[config.mk]
export PLATFORM = sky130hd
export DESIGN_NAME = vj_tx_arbiter
export DESIGN_NICKNAME = d
export VERILOG_FILES = /design/src/rtl/vj_uart_pkg.sv /design/src/rtl/vj_tx_arbiter_rr_pick.sv /design/src/rtl/vj_tx_arbiter.sv
export SDC_FILE = /design/constraint.sdc
export NUM_CORES = 1
export LEC_CHECK = 0
export ABC_CLOCK_PERIOD_IN_PS = 2400
export CAP_MARGIN = 15
export CORE_UTILIZATION = 43
export DETAILED_ROUTE_END_ITERATION = 10
export PLACE_DENSITY = 0.79
export SYNTH_ARGS = -nofsm -noshare
export SYNTH_HDL_FRONTEND = slang
export SYNTH_SLANG_ARGS = --single-unit
[constraint.sdc]
create_clock -name CLOCK_50 -period 2.4 [get_ports CLOCK_50]
set_input_delay 0.36 -clock CLOCK_50 [delete_from_list [all_inputs] [get_ports CLOCK_50]]
set_output_delay 0.36 -clock CLOCK_50 [all_outputs]
set_load 0.02 [all_outputs]
[src/rtl/vj_uart_pkg.sv]
// Shared definitions for the DE0_Comm UART / virtual-JTAG datapath.
// Holds the default byte width, the TX arbiter FSM state type and the helper
// that sizes the arbiter's idle (stall) counter.
package vj_uart_pkg;

    localparam int unsigned DATA_W_DEF = 8;

    typedef enum logic [0:0] {
        IDLE  = 1'b0,
        GRANT = 1'b1
    } arb_state_t;

    // Bits needed to count 0..timeout inclusive (at least one bit).
    function automatic int unsigned idle_cnt_w(input int unsigned timeout);
        int unsigned w;
        w = (timeout < 1) ? 1 : $clog2(timeout + 1);
        return (w < 1) ? 1 : w;
    endfunction

endpackage

[src/rtl/vj_tx_arbiter_rr_pick.sv]
// rr_pick: combinational round-robin priority select.
// Scans the request vector starting at ptr, upward with wrap-around, and
// returns the first set request as a one-hot vector and as an index.
// Ports:
//   req     in   N   request vector
//   ptr     in   IW  highest-priority position for this scan (must be < N)
//   onehot  out  N   one-hot winner, all zero when no request
//   idx     out  IW  winner index, zero when no request
module rr_pick #(
    parameter int unsigned N  = 4,
    parameter int unsigned IW = (N > 1) ? $clog2(N) : 1
) (
    input  logic [N-1:0]  req,
    input  logic [IW-1:0] ptr,
    output logic [N-1:0]  onehot,
    output logic [IW-1:0] idx
);

    logic          found;
    int unsigned   j;
    logic [IW-1:0] jj;

    // First set bit at or after ptr, wrapping once around the vector.
    always_comb begin
        onehot = '0;
        idx    = '0;
        found  = 1'b0;
        j      = 0;
        jj     = '0;
        for (int unsigned k = 0; k < N; k++) begin
            j = 32'(ptr) + k;
            if (j >= N) begin
                j = j - N;
            end
            jj = IW'(j);
            if (!found && req[jj]) begin
                found      = 1'b1;
                onehot[jj] = 1'b1;
                idx        = jj;
            end
        end
    end

endmodule

[src/rtl/vj_tx_arbiter.sv]
// vj_tx_arbiter: shares the single byte-wide TX channel of DE0_Comm between
// NUM_REQ requesters. Round-robin, packet-locked grants; an owner that stalls
// for TIMEOUT consecutive cycles without a valid byte is forcibly released.
// Ports:
//   CLOCK_50     in   1               system clock
//   areset_n     in   1               synchronous active-low reset
//   req_valid    in   NUM_REQ         per-requester byte valid
//   req_data     in   NUM_REQ*DATA_W  packed bytes, requester i at [i*DATA_W +: DATA_W]
//   req_last     in   NUM_REQ         last byte of requester's packet
//   req_ready    out  NUM_REQ         byte accepted from requester i this cycle
//   tx_valid     out  1               byte valid toward serializer
//   tx_data      out  DATA_W          byte toward serializer
//   tx_ready     in   1               serializer accepts byte
//   grant_id     out  clog2(NUM_REQ)  current owner (valid while busy)
//   busy         out  1               channel owned
//   timeout_evt  out  1               one-cycle pulse on forced release
module vj_tx_arbiter
    import vj_uart_pkg::*;
#(
    parameter int unsigned NUM_REQ = 4,
    parameter int unsigned DATA_W  = DATA_W_DEF,
    parameter int unsigned TIMEOUT = 255
) (
    input  logic                         CLOCK_50,
    input  logic                         areset_n,
    input  logic [NUM_REQ-1:0]           req_valid,
    input  logic [NUM_REQ*DATA_W-1:0]    req_data,
    input  logic [NUM_REQ-1:0]           req_last,
    output logic [NUM_REQ-1:0]           req_ready,
    output logic                         tx_valid,
    output logic [DATA_W-1:0]            tx_data,
    input  logic                         tx_ready,
    output logic [$clog2(NUM_REQ)-1:0]   grant_id,
    output logic                         busy,
    output logic                         timeout_evt
);

    localparam int unsigned GW = $clog2(NUM_REQ);
    localparam int unsigned CW = idle_cnt_w(TIMEOUT);

    arb_state_t        state, state_nx;
    logic [GW-1:0]     rr_ptr, rr_nx, grant_nx, pick_idx, next_ptr;
    logic [NUM_REQ-1:0] pick_onehot;
    logic [CW-1:0]     idle_cnt, idle_nx;
    logic              tevt_nx;
    logic              owner_valid, owner_last, xfer;
    logic [DATA_W-1:0] owner_data;

    rr_pick #(
        .N  (NUM_REQ),
        .IW (GW)
    ) u_pick (
        .req    (req_valid),
        .ptr    (rr_ptr),
        .onehot (pick_onehot),
        .idx    (pick_idx)
    );

    // Select the current owner's byte lane.
    always_comb begin
        owner_valid = 1'b0;
        owner_last  = 1'b0;
        owner_data  = '0;
        for (int unsigned i = 0; i < NUM_REQ; i++) begin
            if (grant_id == GW'(i)) begin
                owner_valid = req_valid[i];
                owner_last  = req_last[i];
                owner_data  = req_data[i*DATA_W +: DATA_W];
            end
        end
    end

    // Handshake outputs; forced low while reset is asserted.
    assign tx_valid = areset_n && (state == GRANT) && owner_valid;
    assign tx_data  = tx_valid ? owner_data : '0;
    assign xfer     = tx_valid && tx_ready;
    assign busy     = (state == GRANT);

    always_comb begin
        req_ready = '0;
        for (int unsigned i = 0; i < NUM_REQ; i++) begin
            req_ready[i] = areset_n && (state == GRANT) && (grant_id == GW'(i)) && tx_ready;
        end
    end

    // Released owner drops to lowest priority.
    assign next_ptr = (grant_id == GW'(NUM_REQ - 1)) ? '0 : grant_id + GW'(1);

    // Next-state and register-input logic.
    always_comb begin
        state_nx = state;
        grant_nx = grant_id;
        rr_nx    = rr_ptr;
        idle_nx  = idle_cnt;
        tevt_nx  = 1'b0;
        case (state)
            IDLE: begin
                idle_nx = '0;
                if (|pick_onehot) begin
                    grant_nx = pick_idx;
                    state_nx = GRANT;
                end
            end
            GRANT: begin
                if (xfer && owner_last) begin
                    state_nx = IDLE;
                    rr_nx    = next_ptr;
                    idle_nx  = '0;
                end else if (owner_valid) begin
                    idle_nx = '0;
                end else if (idle_cnt == CW'(TIMEOUT - 1)) begin
                    // This stalled cycle brings the count to TIMEOUT.
                    state_nx = IDLE;
                    rr_nx    = next_ptr;
                    idle_nx  = '0;
                    tevt_nx  = 1'b1;
                end else begin
                    idle_nx = idle_cnt + CW'(1);
                end
            end
            default: begin
                state_nx = IDLE;
            end
        endcase
    end

    // State and arbitration registers.
    always_ff @(posedge CLOCK_50) begin
        if (!areset_n) begin
            state       <= IDLE;
            rr_ptr      <= '0;
            grant_id    <= '0;
            idle_cnt    <= '0;
            timeout_evt <= 1'b0;
        end else begin
            state       <= state_nx;
            rr_ptr      <= rr_nx;
            grant_id    <= grant_nx;
            idle_cnt    <= idle_nx;
            timeout_evt <= tevt_nx;
        end
    end

endmodule

==> impl_metrics.yaml <==
logic_synthesis:
  synthMostInstantiatedCell: "nor2_1"
  ys_ff_latch: 14
  synthArstFlopShare: 0
  syn_area_um2: 1429
  synthTopCellsByArea: "dfxtp_1 (20%), ha_1 (11%), a21oi_1 (10%)"
  synth_common_cells: "nor2_1 (32), a21oi_1 (29), dfxtp_1 (14)"
  synth_flop_cell: "dfxtp_1"
  synthCells: 190
  synth_fp_nets: 245
  synth_area_leader_cell: "dfxtp_1"
  synth_top_area_frac: 0.1961
  avgSynthCellArea_um2: 7.520
  synth-edff-count: 0
  yosys.cell_types.count: 39
  ys_seq_area_frac: 0.1961
  yosys_warnings: 0
cts:
  cts_sinks: 14
  cts_buffers: 3
  postCtsSetupRepairBufs: 0
  worstSkewPairLatency_ns: 0.27
  clkTransAtPathRegs_ns: 0.07
  htree_levels: 1
  cts-root-buf: "clkbuf_4"
  tritoncts: "built"
  clk_path_buf_depth: 2
worst_setup_path:
  crit_family: "compound AO/OA/AOI/OAI gates"
  worstSetupEndpointType: "primary output"
  crit_type: "flip-flop to primary output"
  worst-path-max-fanout: 9
  r2r_slack_ns: 0.28
  crit_start: "grant_id[1]"
  cpPeakStageDelay_ns: 0.33
  cp_slowest_cell: "dfxtp_2"
  timing.rr.end: "rr_ptr[0]"
  path_buf_inv: 3
  path_cells: "inv_1 > ha_1 > nand3b_1 > a221oi_2 > o211ai_1 > buf_4 > nor2_1 > buf_4"
  arrival_ns: 1.93
  crit_required_ns: 2.04
  cp_common_cell: "buf_4"
  regToRegStartpoint: "grant_id[0]"
  rr_worst_depth: 9
  worstSetupStartpointType: "flip-flop"
global_route:
  grt_pass1_vias: 1423
  overflow: 0
  grt_max_degree: 21
  antenna_found_initial: 0
  grt_usage: 0.2368
  grt_pass1_wl_um: 6444
pwr:
  pwr_density_cell_nw_per_um2: 348.3
  vdd_drop_max_mv: 0.2683
  p_leak_nw: 0.8888
sta:
  layout_min_cycle_time_ns: 2.292
  hold_violations: 0
  fin_crit_sh: 0.9549
  worst_pin_slew_ns: 0.3554
  setup_violations: 0
  fin_skew_ns: 0.002225
  clock.fmax_ghz: 0.4364
  slew_headroom: 0.7623
  setup_tns_ns: 0
  slew_violations: 0
  rsz0062_at_grt: "no"
detailed_routing:
  vias: 1582
  drc: 0
  vias_per_cell: 5.204
  dr.pass1.iters: 4
  wl_per_cell_um: 13.61
  detail-route-antenna-nets: 0
  drt_wl_total_um: 4136
  drt_iter0_drc: 116
floorplanning:
  die-area_um2: 3558
  std_cell_rows: 20
  io-pin-count: 60
  start_util: 0.4605
  die_w_um: 59.65
  dieHeight_um: 59.65
  coreArea_um2: 3103
final_layout:
  antenna_cells: 0
  drive_gt1_frac: 0.1577
  instances_no_fill: 304
  nNetsFinal: 317
  area_growth_pct: 51.05
place:
  numPortBuffers: 59
  dp_cells: 301
  dp_hpwl_um: 3273
  gp_congestion: 0.8435
hold_path:
  min-delay-start: "idle_cnt[0]"
  hold_end: "idle_cnt[0]"
  holdPathStages: 1
  hold_class: "flip-flop to flip-flop"
status:
  status: "completed"
job:
  maxCapViolCount: 0
==> final cells by class <==
cell class                 count  area (µm²)
fill                         293       944.7
clock buffer                   3       22.52
sequential                    14       281.5
tap                           44       55.05
timing repair buffer          79       709.4
inverter                       9       33.78
multi-input combinational    155        1056
==> worst reg2reg max path: stages (launching register included) <==
cell and delay (ns):
dfxtp_1 0.33, buf_4 0.15, ha_1 0.22, buf_4 0.14
buf_4 0.19, a221oi_1 0.26, o221ai_1 0.19, a21oi_2 0.26
mux2i_1 0.21, nor2b_1 0.06
==> metrics by stage <==
stage | worst slack, ns | instance area [µm²] | util | hold WS (ns) | power [mW]
3_5_place_dp | -0.3010 | 2157 | 0.6952 | 0.4790 | 0.6304
5_1_grt | 0.003056 | 2158 | 0.6956 | 0.5171 | 0.8089
6_report | 0.1083 | 2158 | 0.6956 | 0.4948 | 0.7518
4_1_cts | 0.002702 | 2163 | 0.6972 | 0.4977 | 0.7585
3_3_place_gp | -0.2844 | 2157 | 0.6952 | 0.4776 | 0.6262
2_1_floorplan | 0.07595 | 1429 | - | 0.4525 | 0.4533
==> sequential cells by signal, indices dropped and copies added (netlist names) <==
signal	cells
busy	1
timeout_evt	1
grant_id	2
rr_ptr	2
idle_cnt	8
==> per-layer routing <==
layer  up-vias  GRT usage  wire [µm]
li1        809          -          -
met2        51     0.4079       1973
met5         -          0          0
met1       720     0.3138       1902
met4         0    0.04983          9
met3         2    0.03057        250
==> repair_timing <==
item                                    CTS  global route
endpoints found under the setup margin   10             8
pin swaps                                 0             1
endpoints found under the hold margin     0             0
hold buffers                              0             0
resized for setup                        33            12
==> cells by family after synthesis <==
kind of cell    count (synthesis)  share of synthesized area
xor+xnor                        6                    0.03678
mux                             8                    0.09632
buf+inv                        21                    0.07092
simple gates                   86                     0.3126
flops                          14                     0.1961
fa+ha+maj                      12                     0.1051
compound gates                 43                     0.1821
==> cells in the final DEF, fill, tap and decap left out, drive strengths merged <==
cell type / instances
clkdlybuf4s50: 49
nor2: 32
a21oi: 30
buf: 28
dfxtp: 14
nand3b: 12
nand2: 12
ha: 12
inv: 9
and2: 7
nand3: 6
xor2: 5
mux2i: 4
clkbuf: 4
mux4: 4
and3: 3
a221oi: 3
nor2b: 3
nand4: 2
nand2b: 2
nor3: 2
o211a: 2
o21ai: 2
o211ai: 1
or3: 1
o221ai: 1
xnor2: 1
or4: 1
nor4: 1
or2: 1
a32o: 1
a32oi: 1
o41ai: 1
a31oi: 1
nor3b: 1
dlygate4sd2: 1
==> worst max-delay path by stage <==
stage	slack (ns)	cells after the start	end
after global placement	-0.28	7	tx_data[5]
final	0.11	8	tx_data[1]
after global routing	0.003	8	tx_data[1]
after CTS	0.003	8	tx_data[3]
after floorplan	0.08	6	tx_data[0]
after detailed placement	-0.30	7	tx_data[1]
==> power breakdown <==
| group | switching, mW | leakage [nW] | internal [mW] |
|---|---|---|---|
| Clock | 0.0670 | 0.0138 | 0.0581 |
| Sequential | 0.00886 | 0.114 | 0.240 |
| Combinational | 0.180 | 0.761 | 0.198 |
| Total | 0.255 | 0.889 | 0.496 |
No activity file was read; power rests on OpenSTA's default activity.
